**src/rtl/spi_reg_bank_pkg.sv**
```systemverilog
// Register map constants and address decode helpers shared by the SPI register bank.
package spi_regmap_pkg;

    localparam int ADDR_W = 7;
    typedef logic [ADDR_W-1:0] addr_t;

    localparam addr_t        FLAGS_ADDR    = 7'h7C;
    localparam addr_t        IRQ_MASK_ADDR = 7'h7D;
    localparam addr_t        ERR_ADDR      = 7'h7E;
    localparam addr_t        ID_ADDR       = 7'h7F;
    localparam addr_t        STAT_BASE     = 7'h40;
    localparam logic [23:0]  ID_VALUE      = 24'h564E41;

    typedef enum logic [2:0] {
        REG_CTRL,
        REG_STAT,
        REG_FLAGS,
        REG_MASK,
        REG_ERR,
        REG_ID,
        REG_NONE
    } reg_kind_e;

    function automatic logic is_ctrl(input addr_t addr, input int num_ctrl);
        return int'(addr) < num_ctrl;
    endfunction

    function automatic logic is_stat(input addr_t addr, input addr_t stat_base, input int num_stat);
        return (int'(addr) >= int'(stat_base)) && (int'(addr) < int'(stat_base) + num_stat);
    endfunction

    function automatic logic is_mapped(input addr_t addr, input int num_ctrl,
                                       input addr_t stat_base, input int num_stat);
        return is_ctrl(addr, num_ctrl) || is_stat(addr, stat_base, num_stat) ||
               (addr == FLAGS_ADDR) || (addr == IRQ_MASK_ADDR) ||
               (addr == ERR_ADDR) || (addr == ID_ADDR);
    endfunction

    // Control registers win over any overlapping window if parameters are set oddly.
    function automatic reg_kind_e decode(input addr_t addr, input int num_ctrl,
                                         input addr_t stat_base, input int num_stat);
        if (is_ctrl(addr, num_ctrl))                 return REG_CTRL;
        if (is_stat(addr, stat_base, num_stat))      return REG_STAT;
        if (addr == FLAGS_ADDR)                      return REG_FLAGS;
        if (addr == IRQ_MASK_ADDR)                   return REG_MASK;
        if (addr == ERR_ADDR)                        return REG_ERR;
        if (addr == ID_ADDR)                         return REG_ID;
        return REG_NONE;
    endfunction

endpackage

```
**src/rtl/spi_reg_bank_if.sv**
```systemverilog
// Decoded SPI slave strobes towards the register bank, and read data back to the slave.
interface spi_reg_bank_if #(
    parameter int ADDR_WIDTH = 7,
    parameter int DATA_WIDTH = 24
);
    logic [ADDR_WIDTH-1:0] addr;
    logic                  addr_ready;
    logic                  rw;
    logic [DATA_WIDTH-1:0] data;
    logic                  data_ready;
    logic [DATA_WIDTH-1:0] data_in;

    modport master (output addr, addr_ready, rw, data, data_ready, input data_in);
    modport slave  (input addr, addr_ready, rw, data, data_ready, output data_in);
endinterface

```
**src/rtl/spi_w1c_flags.sv**
```systemverilog
// Sticky event flags with write-one-to-clear, an interrupt mask and a registered irq.
module spi_w1c_flags #(
    parameter int WIDTH = 24
) (
    input  logic             clk,
    input  logic             rst,
    input  logic [WIDTH-1:0] set,
    input  logic [WIDTH-1:0] clr,
    input  logic             mask_we,
    input  logic [WIDTH-1:0] mask_d,
    output logic [WIDTH-1:0] flags,
    output logic [WIDTH-1:0] mask,
    output logic             irq
);

    // NOTE: sequential state uses non-blocking assignments so every flop samples pre-edge values.
    always_ff @(posedge clk) begin
        if (rst) begin
            flags <= '0;
            mask  <= '0;
            irq   <= 1'b0;
        end else begin
            // A new event in the same cycle as its clear must not be lost.
            flags <= (flags & ~clr) | set;
            if (mask_we) begin
                mask <= mask_d;
            end
            irq <= |(flags & mask);
        end
    end

endmodule

```
**src/rtl/spi_reg_bank.sv**
```systemverilog
// Register bank behind the soft SPI slave: control registers, status snapshots,
// W1C event flags with irq, an error counter and a constant ID word.
module spi_reg_bank
    import spi_regmap_pkg::*;
#(
    parameter int                    ADDR_WIDTH = 7,
    parameter int                    DATA_WIDTH = 24,
    parameter int                    NUM_CTRL   = 16,
    parameter int                    NUM_STAT   = 8,
    parameter logic [ADDR_WIDTH-1:0] STAT_BASE  = spi_regmap_pkg::STAT_BASE,
    parameter logic [DATA_WIDTH-1:0] ID_VALUE   = spi_regmap_pkg::ID_VALUE
) (
    input  logic                           clk,
    input  logic                           rst,
    spi_reg_bank_if.slave                  spi,
    output logic [NUM_CTRL*DATA_WIDTH-1:0] ctrl_regs,
    output logic [NUM_CTRL-1:0]            ctrl_wr,
    input  logic [NUM_STAT*DATA_WIDTH-1:0] stat_in,
    input  logic [DATA_WIDTH-1:0]          flag_set,
    output logic                           irq,
    output logic [7:0]                     err_count
);

    logic                  addr_ready_q;
    logic                  data_ready_q;
    logic                  addr_rise;
    logic                  addr_fall;
    logic                  data_rise;

    logic                  frame_active;
    logic                  frame_rw;
    logic [ADDR_WIDTH-1:0] frame_addr;

    logic [DATA_WIDTH-1:0] ctrl_q [NUM_CTRL];
    logic [DATA_WIDTH-1:0] flags;
    logic [DATA_WIDTH-1:0] irq_mask;
    logic [DATA_WIDTH-1:0] flag_clr;
    logic                  mask_we;

    reg_kind_e             rd_kind;
    reg_kind_e             wr_kind;
    logic [DATA_WIDTH-1:0] rd_data;
    logic                  wr_fire;
    logic                  err_inc;
    logic                  err_clr;

    assign addr_rise = spi.addr_ready & ~addr_ready_q;
    assign addr_fall = ~spi.addr_ready & addr_ready_q;
    assign data_rise = spi.data_ready & ~data_ready_q;

    assign rd_kind = decode(addr_t'(spi.addr), NUM_CTRL, addr_t'(STAT_BASE), NUM_STAT);
    assign wr_kind = decode(addr_t'(frame_addr), NUM_CTRL, addr_t'(STAT_BASE), NUM_STAT);
    assign wr_fire = data_rise & frame_active & ~frame_rw;

    // Edge history resets high so levels still asserted at reset release are not taken as rises.
    always_ff @(posedge clk) begin
        if (rst) begin
            addr_ready_q <= 1'b1;
            data_ready_q <= 1'b1;
            frame_active <= 1'b0;
            frame_rw     <= 1'b0;
            frame_addr   <= '0;
        end else begin
            addr_ready_q <= spi.addr_ready;
            data_ready_q <= spi.data_ready;
            if (addr_rise) begin
                frame_active <= 1'b1;
                frame_rw     <= spi.rw;
                frame_addr   <= spi.addr;
            end else if (addr_fall || data_rise) begin
                frame_active <= 1'b0;
            end
        end
    end

    // NOTE: every combinational output gets a default first so no path leaves it unassigned (no latch).
    always_comb begin
        rd_data = '0;
        unique case (rd_kind)
            REG_CTRL: begin
                for (int i = 0; i < NUM_CTRL; i++) begin
                    if (int'(spi.addr) == i) rd_data = ctrl_q[i];
                end
            end
            REG_STAT: begin
                for (int i = 0; i < NUM_STAT; i++) begin
                    if (int'(spi.addr) == int'(STAT_BASE) + i) rd_data = stat_in[i*DATA_WIDTH +: DATA_WIDTH];
                end
            end
            REG_FLAGS: rd_data = flags;
            REG_MASK:  rd_data = irq_mask;
            REG_ERR:   rd_data = DATA_WIDTH'(err_count);
            REG_ID:    rd_data = ID_VALUE;
            default:   rd_data = '0;
        endcase
    end

    always_comb begin
        flag_clr = '0;
        mask_we  = 1'b0;
        err_inc  = 1'b0;
        err_clr  = 1'b0;
        if (addr_rise && spi.rw && rd_kind == REG_NONE) begin
            err_inc = 1'b1;
        end
        if (wr_fire) begin
            unique case (wr_kind)
                REG_FLAGS: flag_clr = spi.data;
                REG_MASK:  mask_we  = 1'b1;
                REG_ERR:   err_clr  = 1'b1;
                REG_STAT, REG_ID, REG_NONE: err_inc = 1'b1;
                default: ;
            endcase
        end
    end

    always_ff @(posedge clk) begin
        if (rst) begin
            spi.data_in <= '0;
        end else if (addr_rise) begin
            spi.data_in <= rd_data;
        end
    end

    // NOTE: the control array is real flops with a defined reset value, so it is reset like any register.
    always_ff @(posedge clk) begin
        if (rst) begin
            for (int i = 0; i < NUM_CTRL; i++) ctrl_q[i] <= '0;
            ctrl_wr <= '0;
        end else begin
            ctrl_wr <= '0;
            if (wr_fire && wr_kind == REG_CTRL) begin
                for (int i = 0; i < NUM_CTRL; i++) begin
                    if (int'(frame_addr) == i) begin
                        ctrl_q[i]  <= spi.data;
                        ctrl_wr[i] <= 1'b1;
                    end
                end
            end
        end
    end

    always_ff @(posedge clk) begin
        if (rst) begin
            err_count <= '0;
        end else if (err_clr) begin
            err_count <= '0;
        end else if (err_inc && err_count != 8'hFF) begin
            err_count <= err_count + 8'd1;
        end
    end

    for (genvar g = 0; g < NUM_CTRL; g++) begin : g_ctrl_flat
        assign ctrl_regs[g*DATA_WIDTH +: DATA_WIDTH] = ctrl_q[g];
    end

    spi_w1c_flags #(.WIDTH(DATA_WIDTH)) u_flags (
        .clk     (clk),
        .rst     (rst),
        .set     (flag_set),
        .clr     (flag_clr),
        .mask_we (mask_we),
        .mask_d  (spi.data),
        .flags   (flags),
        .mask    (irq_mask),
        .irq     (irq)
    );

endmodule
```
**src/flat_wrapper.sv**
```systemverilog
// flat-port wrapper written by rule: the top's interface ports become plain ports
module spi_reg_bank_flat import spi_regmap_pkg::*;
#(
    parameter int                    ADDR_WIDTH = 7,
    parameter int                    DATA_WIDTH = 24,
    parameter int                    NUM_CTRL   = 16,
    parameter int                    NUM_STAT   = 8,
    parameter logic [ADDR_WIDTH-1:0] STAT_BASE  = spi_regmap_pkg::STAT_BASE,
    parameter logic [DATA_WIDTH-1:0] ID_VALUE   = spi_regmap_pkg::ID_VALUE
)
  (clk, rst, ctrl_regs, ctrl_wr, stat_in, flag_set, irq, err_count, spi_addr, spi_addr_ready, spi_rw, spi_data, spi_data_ready, spi_data_in);
  spi_reg_bank_if #(.ADDR_WIDTH(ADDR_WIDTH), .DATA_WIDTH(DATA_WIDTH)) spi_i ();
  input  logic clk;
  input  logic rst;
  output logic [NUM_CTRL*DATA_WIDTH-1:0] ctrl_regs;
  output logic [NUM_CTRL-1:0] ctrl_wr;
  input  logic [NUM_STAT*DATA_WIDTH-1:0] stat_in;
  input  logic [DATA_WIDTH-1:0] flag_set;
  output logic irq;
  output logic [7:0] err_count;
  input wire logic [$bits(spi_i.addr)-1:0] spi_addr;
  input wire logic [$bits(spi_i.addr_ready)-1:0] spi_addr_ready;
  input wire logic [$bits(spi_i.rw)-1:0] spi_rw;
  input wire logic [$bits(spi_i.data)-1:0] spi_data;
  input wire logic [$bits(spi_i.data_ready)-1:0] spi_data_ready;
  output wire logic [$bits(spi_i.data_in)-1:0] spi_data_in;
  assign spi_i.addr = spi_addr;
  assign spi_i.addr_ready = spi_addr_ready;
  assign spi_i.rw = spi_rw;
  assign spi_i.data = spi_data;
  assign spi_i.data_ready = spi_data_ready;
  assign spi_data_in = spi_i.data_in;
  spi_reg_bank #(.ADDR_WIDTH(ADDR_WIDTH), .DATA_WIDTH(DATA_WIDTH), .NUM_CTRL(NUM_CTRL), .NUM_STAT(NUM_STAT), .STAT_BASE(STAT_BASE), .ID_VALUE(ID_VALUE)) u_core (.clk(clk), .rst(rst), .spi(spi_i), .ctrl_regs(ctrl_regs), .ctrl_wr(ctrl_wr), .stat_in(stat_in), .flag_set(flag_set), .irq(irq), .err_count(err_count));
endmodule
```
**config.mk**
```make
export PLATFORM = sky130hd
export DESIGN_NAME = spi_reg_bank_flat
export DESIGN_NICKNAME = d
export VERILOG_FILES = /design/src/rtl/spi_reg_bank_pkg.sv /design/src/rtl/spi_reg_bank_if.sv /design/src/rtl/spi_w1c_flags.sv /design/src/rtl/spi_reg_bank.sv /design/src/flat_wrapper.sv
export SDC_FILE = /design/constraint.sdc
export NUM_CORES = 1
export LEC_CHECK = 0
export ABC_AREA = 1
export CAP_MARGIN = 10
export CELL_PAD_IN_SITES_DETAIL_PLACEMENT = 1
export CELL_PAD_IN_SITES_GLOBAL_PLACEMENT = 2
export CORE_ASPECT_RATIO = 0.7
export CORE_MARGIN = 10
export CORE_UTILIZATION = 28
export CTS_CLUSTER_DIAMETER = 30
export DETAILED_ROUTE_END_ITERATION = 8
export PLACE_DENSITY_LB_ADDON = 0.1
export REMOVE_ABC_BUFFERS = 1
export SLEW_MARGIN = 10
export SYNTH_ARGS = -nofsm -noshare
export SYNTH_HDL_FRONTEND = slang
export SYNTH_SLANG_ARGS = --single-unit
```
**constraint.sdc**
```tcl
create_clock -name clk -period 4.8 [get_ports clk]
set_input_delay 0.96 -clock clk [delete_from_list [all_inputs] [get_ports clk]]
set_output_delay 0.96 -clock clk [all_outputs]
set_load 0.005 [all_outputs]
```
After elaboration in Yosys (flattened, before gate mapping)
Memories as Yosys holds them, arrays and structs flattened.
Cells that the tools add are included.
{"block": "word_totals", "register_bits": 108, "latch_bits": 0, "romBits": 0, "memories": 1, "ram_bits": 384, "input_bits": 252}
{"name": "u_core.ctrl_q", "depth": 16, "word_bits": 24, "read_ports": 16, "rd_clocked_by_memory_dff": 0, "write_ports": 16, "line_no": "spi_reg_bank.sv:34", "text": "logic [DATA_WIDTH-1:0] ctrl_q [NUM_CTRL];"}
{"block": "op_classes", "order_cmp": 6, "n_mux": 186, "mul": 0, "n_bitwise": 30, "add_sub_neg": 1, "reduce_logical": 16, "shift": 0, "n_div": 0, "eq_ne": 59}
{"operator": "2-to-1 mux 24 bit", "count": 42}
{"operator": "case mux 24 bit (6 select lines)", "count": 1}
{"operator": "2-to-1 mux 1 bit", "count": 117}
{"operator": "equality test 7 x 5 -> 1 bit, second input constant", "count": 16}
{"operator": "equality test 7 bit, second input constant", "count": 16}
{"operator": "2-to-1 mux 3 bit", "count": 26}
{"operator": "equality test 7 x 4 -> 1 bit, second input constant", "count": 8}
{"operator": "bitwise AND 24 bit", "count": 2}
{"operator": "equality test 7 x 3 -> 1 bit, second input constant", "count": 4}
{"operator": "NOT 24 bit", "count": 1}
{"operator": "OR 24 bit", "count": 1}
{"operator": "OR reduction 24 bit", "count": 1}
{"operator": "equality test 3 bit, second input constant", "count": 6}
{"operator": "OR 1 bit", "count": 16}
{"operator": "equality test 7 x 2 -> 1 bit, second input constant", "count": 2}
{"operator": "greater-or-equal comparator 7 bit, second input constant", "count": 2}
{"operator": "zero test 7 bit", "count": 2}
{"operator": "< comparator 7 x 5 -> 1 bit, second input constant", "count": 2}
{"operator": "< comparator 7 bit, second input constant", "count": 2}
{"operator": "equality test 3 x 2 -> 1 bit, second input constant", "count": 4}
{"operator": "adder 8 x 1 -> 8 bit, second input constant", "count": 1}
{"operator": "inequality test 8 bit, second input constant", "count": 1}
{"operator": "equality test 3 x 1 -> 1 bit, second input constant", "count": 2}
{"operator": "logical AND 1 bit", "count": 6}
{"operator": "7 further kinds", "count": 17}

Depth between registers and ports, before layout
Gate-level depths: netlist of the first run.
{"block": "depth", "ltp_word": 30, "depth_mapped": 19}

Cells and area by module
A second synthesis of the first run with hierarchy kept.
{"block": "hier_totals", "hier_cells": 2445, "hier_area_um2": 22389.0}
{"mod": "spi_reg_bank", "area_per_inst_um2": 20413.3, "seq_area_each_um2": 12712.2, "instances": 1, "cells_per_inst": 2195}
{"mod": "spi_w1c_flags", "area_per_inst_um2": 1975.6, "seq_area_each_um2": 980.9, "instances": 1, "cells_per_inst": 250}

Least setup slack after synthesis of the first run
Ideal clock, no wire load.
{"block": "synth_timing", "kind": "input port to flip-flop", "start": "input port spi_data_ready", "end": "memory u_core.ctrl_q[12][4] (netlist: u_core.ctrl_q[1][100]), enable pin", "path_buffers": 0, "setup_time_ns": 0.438, "required_time_ns": 4.362, "slack_ns": 0.939, "t_arrival_ns": 3.423, "stages": 8, "path_cell_list": "inv_1 -> nor2_1 -> inv_1 -> nor3_2 -> inv_1 -> nor2_1 -> nand2_1 -> o21ai_0"}
{"item": "start: declaration", "line_no": "flat_wrapper.sv:25", "text": "input wire logic [$bits(spi_i.data_ready)-1:0] spi_data_ready;"}
{"item": "end: declaration", "line_no": "spi_reg_bank.sv:34"}

Worst setup path in the final report of the first run
{"block": "layout_timing", "start": "input port spi_addr[1]", "end": "register u_core.spi.data_in[8]"}
{"block": "layout_between", "elab_chain_cells": 18, "word_cells_on_any_way": 96, "cone_classes": "order compare (3); eq/ne (32); mux (58); reduce/logical (3)"}
{"item": "start: declaration", "line_no": "flat_wrapper.sv:21", "text": "input wire logic [$bits(spi_i.addr)-1:0] spi_addr;"}
{"item": "parallel branches: the longest is 17 deep, another holds greater-or-equal comparator 7 bit"}
{"item": "case mux 24 bit (6 select lines) *", "line_no": "spi_reg_bank.sv:79", "text": "unique case (rd_kind)"}
{"item": "end signal: assignment", "line_no": "spi_reg_bank.sv:121", "text": "spi.data_in <= rd_data;"}
{"item": "end: declaration", "line_no": "spi_reg_bank_if.sv:14", "text": "modport slave (input addr, addr_ready, rw, data, data_ready, output data_in);"}
Every way passes the cells marked *. The select of a mux whose other input is x is not followed.
A chain may end at the register's enable or synchronous reset.

==> impl_metrics.ini, run 1 <==
[status]
status = finished clean

[finish]
ff_latch_area_sq_um = 13700
fin_nets = 3454
postLayoutCellArea_sq_um = 34400
most-common-layout-cells = clkdlybuf4s50_1, nand2_1, edfxtp_1
drive_gt1_frac = 0.102
final_common_cell = clkdlybuf4s50_1
fillers = 8875
syn_to_final_growth_pct = 53.4
multi_input_area_sq_um = 7250

[synthesis]
synth_area_sq_um = 22400
ys.flop_type = edfxtp_1
ys_ff_latch = 492
synth_cell_types = 44
ys_seq_area_frac = 0.612
ys_async_sr_fraction = 0
avgSynthCellArea_sq_um = 9.12
synth_edf_count = 384
synth_cells = 2456
ys_warn_count = 0

[sta]
relSlewSlack = 0.310
hold_viol = 0
setup_viol = 0
timing.final.max_slew_violations = 0
fin_worst_skew_ns = 0.0322
fin_crit_sh = 0.753
setup_tns_ns = 0
rsz0062_at_grt = false
fin_crit_ns = 3.62
fmax_ghz = 0.277
tightest_slew_ns = 1.03

[route]
vias = 21530
firstDrtPassIters = 5
drc_errors = 0
drt_wl_total_mm = 119
dr.first_iter.drc_count = 1650
wl_per_cell_um = 27.4
detail-route-antenna-nets = 0
viasPerCell = 4.94

[global_route]
grtUsageMet3 = 0.0636
top_usage_layer = met2
grt_pass1_wl_mm = 166
grt_max_degree = 49
grt_pass1_vias = 22783
antenna_found_initial = 6
grt_util_met2 = 0.410
gr-usage-met1 = 0.314
gr-total-overflow = 0
grt_usage = 0.249

[floorplan]
core_sq_um = 79000
io_pins = 685
dieArea_sq_um = 91900
row_count = 86
dieHeight_um = 257
die_w_um = 358
initial_core_util = 0.283

[min_path]
hp-class = reg -> reg

[worst_setup_path]
cp_data_arrival_time_ns = 4.13
critical_path_class = in -> reg
setup.worst_path.start_class = input port
cp_slowest_stage_delay_ns = 0.60
crit_slowest_cell = clkdlybuf4s50_1
cp_common_cell = nand2_1
crit_path_max_fanout = 18
path_cells = clkdlybuf4s50_1 -> inv_2 -> nor2_2 -> nand2_1 -> inv_2 -> nand2_2 -> buf_4 -> or2_0 -> nand2_1 -> nand4_1 -> nand2_1 -> nand4_1 -> nor3_1 -> nand4_1 -> nand2_1 -> nand2_1 -> nand2_1 -> a21oi_1
required_ns = 5.31
crit_path_end_kind = flop

[clock_tree]
clk_pin_slew_worst_paths_ns = 0.05
cts_tree = done
postCtsSetupBuffers = 0
clk-insertion-delay-late_ns = 0.66
cts-root-buf = clkbuf_16
cts_resized = 0
numCtsBuffers = 108
clkSinkCount = 492
htreeDepth = 3
clk_path_buf_depth = 3
hold_buffers = 0

[place]
placed_area_sq_um = 30600
portBuffers = 684
dp_hpwl_mm = 92.4
finalWeightedCongestion = 0.927

[job]
cap_violations = 0

[power_and_ir_drop]
powerDensity_nw_per_um2 = 396
p_leak_nw = 13.2
vdd.ir_drop.worst_v = 0.000278
p_total_w = 0.0136
[metal layers]
| metal | up-vias | wire, um | share of wire |
|---|---|---|---|
| li1 | 9737 | - | - |
| met3 | 184 | 8540 | 0.072 |
| met4 | 4 | 4150 | 0.035 |
| met1 | 10845 | 49900 | 0.42 |
| met5 | - | 33 | 0.00028 |
| met2 | 760 | 56700 | 0.47 |
[registers in the layout, indices dropped and copies added, names as in the netlist]
name	count
u_core.ctrl_q	384
u_core.spi.data_in	24
u_core.u_flags.flags	24
u_core.u_flags.mask	24
u_core.ctrl_wr	16
u_core.err_count	8
u_core.frame_addr	7
u_core.addr_ready_q	1
u_core.data_ready_q	1
u_core.frame_active	1
u_core.frame_rw	1
u_core.u_flags.irq	1
[Yosys cell counts (6+ instances only)]
cell / n / area [sq um]
nand2_1: 590 / 2210
edfxtp_1: 384 / 11500
nor2_1: 354 / 1330
inv_1: 229 / 860
a21oi_1: 183 / 916
nand3_1: 116 / 581
dfxtp_1: 108 / 2160
clkbuf_1: 81 / 304
o21ai_0: 75 / 375
nand4_1: 74 / 463
or2_2: 38 / 238
clkinv_1: 26 / 97.6
or2_0: 22 / 138
buf_2: 20 / 100
o22ai_1: 16 / 100
o21ai_1: 15 / 75.1
o221ai_1: 15 / 131
nor2_2: 14 / 87.6
nor3_1: 13 / 65.1
inv_2: 10 / 37.5
a221oi_1: 9 / 78.8
a31oi_1: 8 / 50.1
nor3_2: 7 / 70.1
buf_1: 6 / 22.5
[path summary, 6_finish.rpt]
check        cells past startpoint                           startpoint                             endpoint  slack [ns]
max                             18                          spi_addr[1]   u_core.spi.data_in[8]$_SDFFE_PP0P_        1.18
min                              2  u_core.spi.data_in[12]$_SDFFE_PP0P_  u_core.spi.data_in[12]$_SDFFE_PP0P_        0.46
max reg2reg                     10       u_core.data_ready_q$_SDFF_PP1_  u_core.ctrl_q[0][167]$_SDFFCE_PN0P_        1.98
min reg2reg                      2  u_core.spi.data_in[12]$_SDFFE_PP0P_  u_core.spi.data_in[12]$_SDFFE_PP0P_        0.46
[stage by stage]
stage	setup WS, ns	hold WS, ns	cells	utilization
CTS	1.19	0.470	4352	0.435
detailed placement	0.552	0.461	4147	0.388
finish	1.18	0.463	4355	0.435
global route	0.925	0.484	4354	0.435
floorplan	0.939	0.414	2339	-
global placement	0.604	0.456	4147	0.388
[report_power, final]
group	internal [W]	switching (W)	leakage, nW	total, W
clock	0.00508	0.00248	1.79	0.00757
combinational	0.000528	0.000543	6.63	0.00107
sequential	0.00481	0.000161	4.75	0.00497
[layout make-up]
class | instances | share of cell area
clock inverters | 73 | 0.0236
multi-input cells | 1582 | 0.211
diodes | 3 | 0.000219
clock buffers | 132 | 0.0846
repair buffers | 752 | 0.214
inverters | 265 | 0.0290
well taps | 1056 | 0.0385
flip-flops and latches | 492 | 0.399
[cell families after synthesis]
group,Yosys count,share of synthesized area
compound gates,333,0.0819
xor+xnor,1,0.000391
fa+ha+maj,1,0.000559
buf+inv,382,0.0676
flops,492,0.612
simple gates,1247,0.238
[critical path, delay by kind of cell]
family / cells / cell delay (ns)
compound gates: 1 / 0.06
buf+inv: 4 / 1.30
simple gates: 13 / 1.79
Note: power is estimated with default switching activity, not from simulation.
==> inputs of run 2 (changes only) <==
Settings changed: CORE_UTILIZATION 28 to 25.
Clock period 4.8 ns to 3 ns, I/O delays scaled along.
==> run 2 against run 1 <==
Compared with the run above:
- register-to-register slack lost 1.2 ns
- sequential cell count did not move
- global-route usage shrank 1.8 points
- sequential share of layout area decreased by 2.2 points
- non-clock buffer count is 145 higher
- clock skew grew 0.0043 ns
- combinational power is 72% higher
- first-iteration DRC count decreased by 14%
- setup slack lost 0.93 ns
- clock power grew 65%
- critical path type unchanged
==> impl_metrics.ini, run 2 (synthesis gave the netlist of run 1 again) <==
[sta]
setup_viol = 0
timing.final.max_slew_violations = 0
fin_crit_sh = 0.914
fin_crit_ns = 2.74
tightest_slew_ns = 0.704
fin_worst_skew_ns = 0.0365
fmax_ghz = 0.365
rsz0062_at_grt = false
hold_viol = 0
relSlewSlack = 0.530
hold_slack_ns = 0.454

[clock_tree]
clk_path_buf_depth = 3
postCtsSetupBuffers = 0
numCtsBuffers = 110
cts-root-buf = clkbuf_16
clkSinkCount = 492
clk_pin_slew_worst_paths_ns = 0.05
hold_buffers = 0
htreeDepth = 3
cts_tree = done
clk-insertion-delay-late_ns = 0.66

[global_route]
grt_pass1_vias = 23061
grt_max_degree = 49
antenna_found_initial = 5
gr-total-overflow = 0
grt_usage = 0.231
grt_pass1_wl_mm = 171

[floorplan]
die_w_um = 378
core_sq_um = 88500
initial_core_util = 0.253
dieArea_sq_um = 102000
row_count = 91
io_pins = 685
dieHeight_um = 270

[place]
place_inst = 4398
placed_area_sq_um = 32500
finalWeightedCongestion = 0.900
portBuffers = 684
dp_hpwl_mm = 96.6

[status]
status = finished clean

[route]
vias = 21886
drt_wl_total_mm = 123
viasPerCell = 4.75
firstDrtPassIters = 5
detail-route-antenna-nets = 0
dr.first_iter.drc_count = 1419
drc_errors = 0
wl_per_cell_um = 26.7

[worst_setup_path]
cp_data_arrival_time_ns = 3.27
crit_start = spi_addr[0]
required_ns = 3.53
critical_path_class = in -> reg
regToRegStartpoint = u_core.frame_addr[6]$_SDFFE_PP0P_
crit_path_max_fanout = 13
setup.worst_path.start_class = input port
crit_path_end_kind = flop

[min_path]
min_from = rst
hp-class = in -> reg

[finish]
drive_gt1_frac = 0.143
postLayoutCellArea_sq_um = 36400
stdcell_count = 4607
syn_to_final_growth_pct = 62.6
regMostFlops = u_core.ctrl_q
final_common_cell = clkdlybuf4s50_1
fin_nets = 3601
finalCoreUtilization = 0.411
most-common-layout-cells = clkdlybuf4s50_1, nand2_1, edfxtp_1
largest_register_ffs = 384

[power_and_ir_drop]
powerDensity_nw_per_um2 = 613
vdd.ir_drop.worst_v = 0.000498
p_leak_nw = 14.2

[job]
cap_violations = 0
## run 2: cell count changes in the layout (fill, tap and decap cells not counted), moves of 6 or more
cell      change
clkinv_4      +9
buf_12       +53
clkbuf_1      -8
buf_4        +92
inv_6         +6
clkinv_2      -8
## run 2: critical path: stages
cell and delay, ns:
clkdlybuf4s50_1 0.53, buf_4 0.16, nor2_1 0.07, nand2_1 0.14, inv_2 0.24, buf_4 0.26, nand3_1 0.08, nand4_1 0.10
o21ai_1 0.09, nand3_1 0.09, a2111oi_1 0.53, buf_4 0.21, nand2_1 0.05, nand2_1 0.05, a21oi_1 0.06
## run 2: layout make-up
class                           count  area [sq um]
Fill cell                        9919         52100
Sequential cell                   492         13700
Timing Repair Buffer              897          9120
Multi-Input combinational cell   1582          7260
Clock buffer                      127          2930
Tap cell                         1162          1450
Inverter                          265           995
Clock inverter                     81           946
Antenna cell                        1          2.50
## run 2: path summary, 6_finish.rpt
path,end,slack (ns),cells after the start
worst min register to register,u_core.spi.data_in[13]$_SDFFE_PP0P_,0.46,2
worst min-delay path,u_core.u_flags.flags[7]$_SDFF_PP0_,0.45,2
worst max-delay path,u_core.spi.data_in[0]$_SDFFE_PP0P_,0.26,15
worst max register to register,u_core.err_count[6]$_SDFFE_PP0P_,0.78,12
## run 2: repair_timing
action / 4_1_cts / 5_1_grt
resized for setup: 0 / 1
endpoints found under the hold margin: 0 / 0
setup endpoints to repair: 0 / 1
## run 2: per-stage QoR
step / total power, W / worst slack [ns] / TNS [ns]
3_3_place_gp: 0.00991 / -0.479 / -7.12
4_1_cts: 0.0226 / 0.0756 / 0
5_1_grt: 0.0230 / 0.0769 / 0
3_5_place_dp: 0.00992 / -0.534 / -7.69
2_1_floorplan: 0.00834 / -0.501 / -34.62
6_report: 0.0223 / 0.258 / 0
## run 2: per-layer routing
layer | share of wire | GRT usage
met1 | 0.44 | 0.295
met2 | 0.49 | 0.397
met3 | 0.060 | 0.0502
met4 | 0.017 | 0.0468
met5 | 0.00020 | 0
## run 2: power breakdown
| group | internal (W) | switching (W) | total, W |
|---|---|---|---|
| Combinational | 0.000947 | 0.000897 | 0.00184 |
| Sequential | 0.00769 | 0.000246 | 0.00793 |
| Clock | 0.00845 | 0.00410 | 0.0125 |
| Total | 0.0171 | 0.00524 | 0.0223 |
==> inputs of run 3 (changes only) <==
Settings changed: RECOVER_POWER set to 25.
==> run 3 against run 2 <==
Compared with the run above:
- combinational power barely moved
- non-clock buffer count did not move
- total power barely moved
- setup slack got worse by 0.088 ns
- sequential power barely moved
- hold slack improved by 0.0090 ns
- sequential share of layout area rose by 0.14 points
- clock skew rose by 0.0011 ns
- largest cell class unchanged
- sequential cell count did not move
==> impl_metrics.ini, run 3 (synthesis gave the netlist of run 1 again) <==
[clock_tree]
hold_buffers = 0
cts_tree = done
clk_pin_slew_worst_paths_ns = 0.04
cts_resized = 0
clk_path_buf_depth = 3
numCtsBuffers = 110
cts-root-buf = clkbuf_16
htreeDepth = 3
clkSinkCount = 492
postCtsSetupBuffers = 0
clk-insertion-delay-late_ns = 0.66

[worst_setup_path]
setup.worst_path.start_class = input port
crit_path_end_kind = flop
cp_data_arrival_time_ns = 3.09
path_cells = clkbuf_2 -> inv_1 -> nand2_1 -> buf_4
required_ns = 3.26
regToRegStartpoint = u_core.data_ready_q$_SDFF_PP1_
critical_path_class = in -> reg
reg2reg_depth = 10
crit_slowest_cell = clkbuf_2
crit_path_max_fanout = 42
rrSetupSlack_ns = 0.48
reg2reg_to = u_core.ctrl_q[1][42]$_SDFFCE_PN0P_
cp_slowest_stage_delay_ns = 0.86

[global_route]
gr-usage-met1 = 0.295
grt_util_met2 = 0.397
grt_max_degree = 49
grt_pass1_wl_mm = 171
antenna_found_initial = 5
top_usage_layer = met2
grt_usage = 0.231
gr-total-overflow = 0
grtUsageMet3 = 0.0502
grt_pass1_vias = 23061

[sta]
fin_crit_sh = 0.943
fmax_ghz = 0.353
fin_worst_skew_ns = 0.0376
timing.final.max_slew_violations = 0
tightest_slew_ns = 1.25
hold_viol = 0
final.setup.worst_slack_ns = 0.170
relSlewSlack = 0.166
rsz0062_at_grt = false
fin_crit_ns = 2.83
setup_viol = 0

[power_and_ir_drop]
vdd.ir_drop.worst_v = 0.000500
p_leak_nw = 14.1
powerDensity_nw_per_um2 = 615

[route]
drt_wl_total_mm = 123
drc_errors = 0
viasPerCell = 4.74
firstDrtPassIters = 5
dr.first_iter.drc_count = 1380
vias = 21836
wl_per_cell_um = 26.7
detail-route-antenna-nets = 0

[floorplan]
row_count = 91
initial_core_util = 0.253
dieArea_sq_um = 102000
dieHeight_um = 270
die_w_um = 378
core_sq_um = 88500
io_pins = 685

[place]
finalWeightedCongestion = 0.900
portBuffers = 684
dp_hpwl_mm = 96.6
preCtsSetupSlack_ns = -0.534

[finish]
fin_nets = 3601
finalCoreUtilization = 0.410
syn_to_final_growth_pct = 62.0
drive_gt1_frac = 0.134
regMostFlops = u_core.ctrl_q
largest_register_ffs = 384
final_common_cell = clkdlybuf4s50_1
most-common-layout-cells = clkdlybuf4s50_1, nand2_1, edfxtp_1

[job]
cap_violations = 0

[min_path]
hold_path_depth = 2
holdPathEnd = u_core.spi.data_in[13]$_SDFFE_PP0P_
min_from = u_core.spi.data_in[13]$_SDFFE_PP0P_
hp-class = reg -> reg

[status]
status = finished clean
==> run 3: per-stage QoR <==
stage                     hold WS (ns)  TNS (ns)  instance area [sq um]  cells  power (W)
after floorplan                  0.414    -34.62                  21900   2339    0.00834
after global placement           0.452     -7.12                  32500   4398    0.00991
final                            0.462         0                  36300   4607     0.0223
after detailed placement         0.460     -7.69                  32500   4398    0.00992
after CTS                        0.435         0                  36400   4606     0.0226
after global routing             0.482         0                  36300   4607     0.0230
==> run 3: worst max path at each step <==
stage | start | to
4_1_cts | spi_addr[1] | u_core.spi.data_in[0]$_SDFFE_PP0P_
6_report | rst | u_core.ctrl_q[1][132]$_DFFE_PP_
2_1_floorplan | spi_data_ready | u_core.ctrl_q[1][100]$_DFFE_PP_
5_1_grt | spi_addr[1] | u_core.spi.data_in[0]$_SDFFE_PP0P_
3_3_place_gp | spi_addr[0] | u_core.spi.data_in[0]$_SDFFE_PP0P_
3_5_place_dp | spi_addr[1] | u_core.spi.data_in[0]$_SDFFE_PP0P_
==> run 3: report_power, final <==
part           switching, W  leakage [nW]  internal, W
Sequential         0.000245          4.75      0.00769
Combinational      0.000897          7.44     0.000931
Clock               0.00410          1.86      0.00845
Total               0.00525          14.1       0.0171
==> run 3: critical path: cells and delay by family <==
family                 cells  cell delay, ns
buffers and inverters      3            2.14
AND/OR/NAND/NOR            1            0.26
==> run 3: area by class of cell <==
class / count / area [sq um]
clock buffers: 127 / 2930
inverters: 265 / 995
fillers: 9942 / 52200
multi-input cells: 1582 / 7250
repair buffers: 897 / 8990
well taps: 1162 / 1450
clock inverters: 81 / 946
diodes: 1 / 2.50
flip-flops and latches: 492 / 13700
==> run 3: routing by layer <==
metal	wire length [um]	vias to the layer above
met2	60100	600
met4	2070	4
met3	7100	129
li1	-	10031
met5	25	-
met1	53900	11072
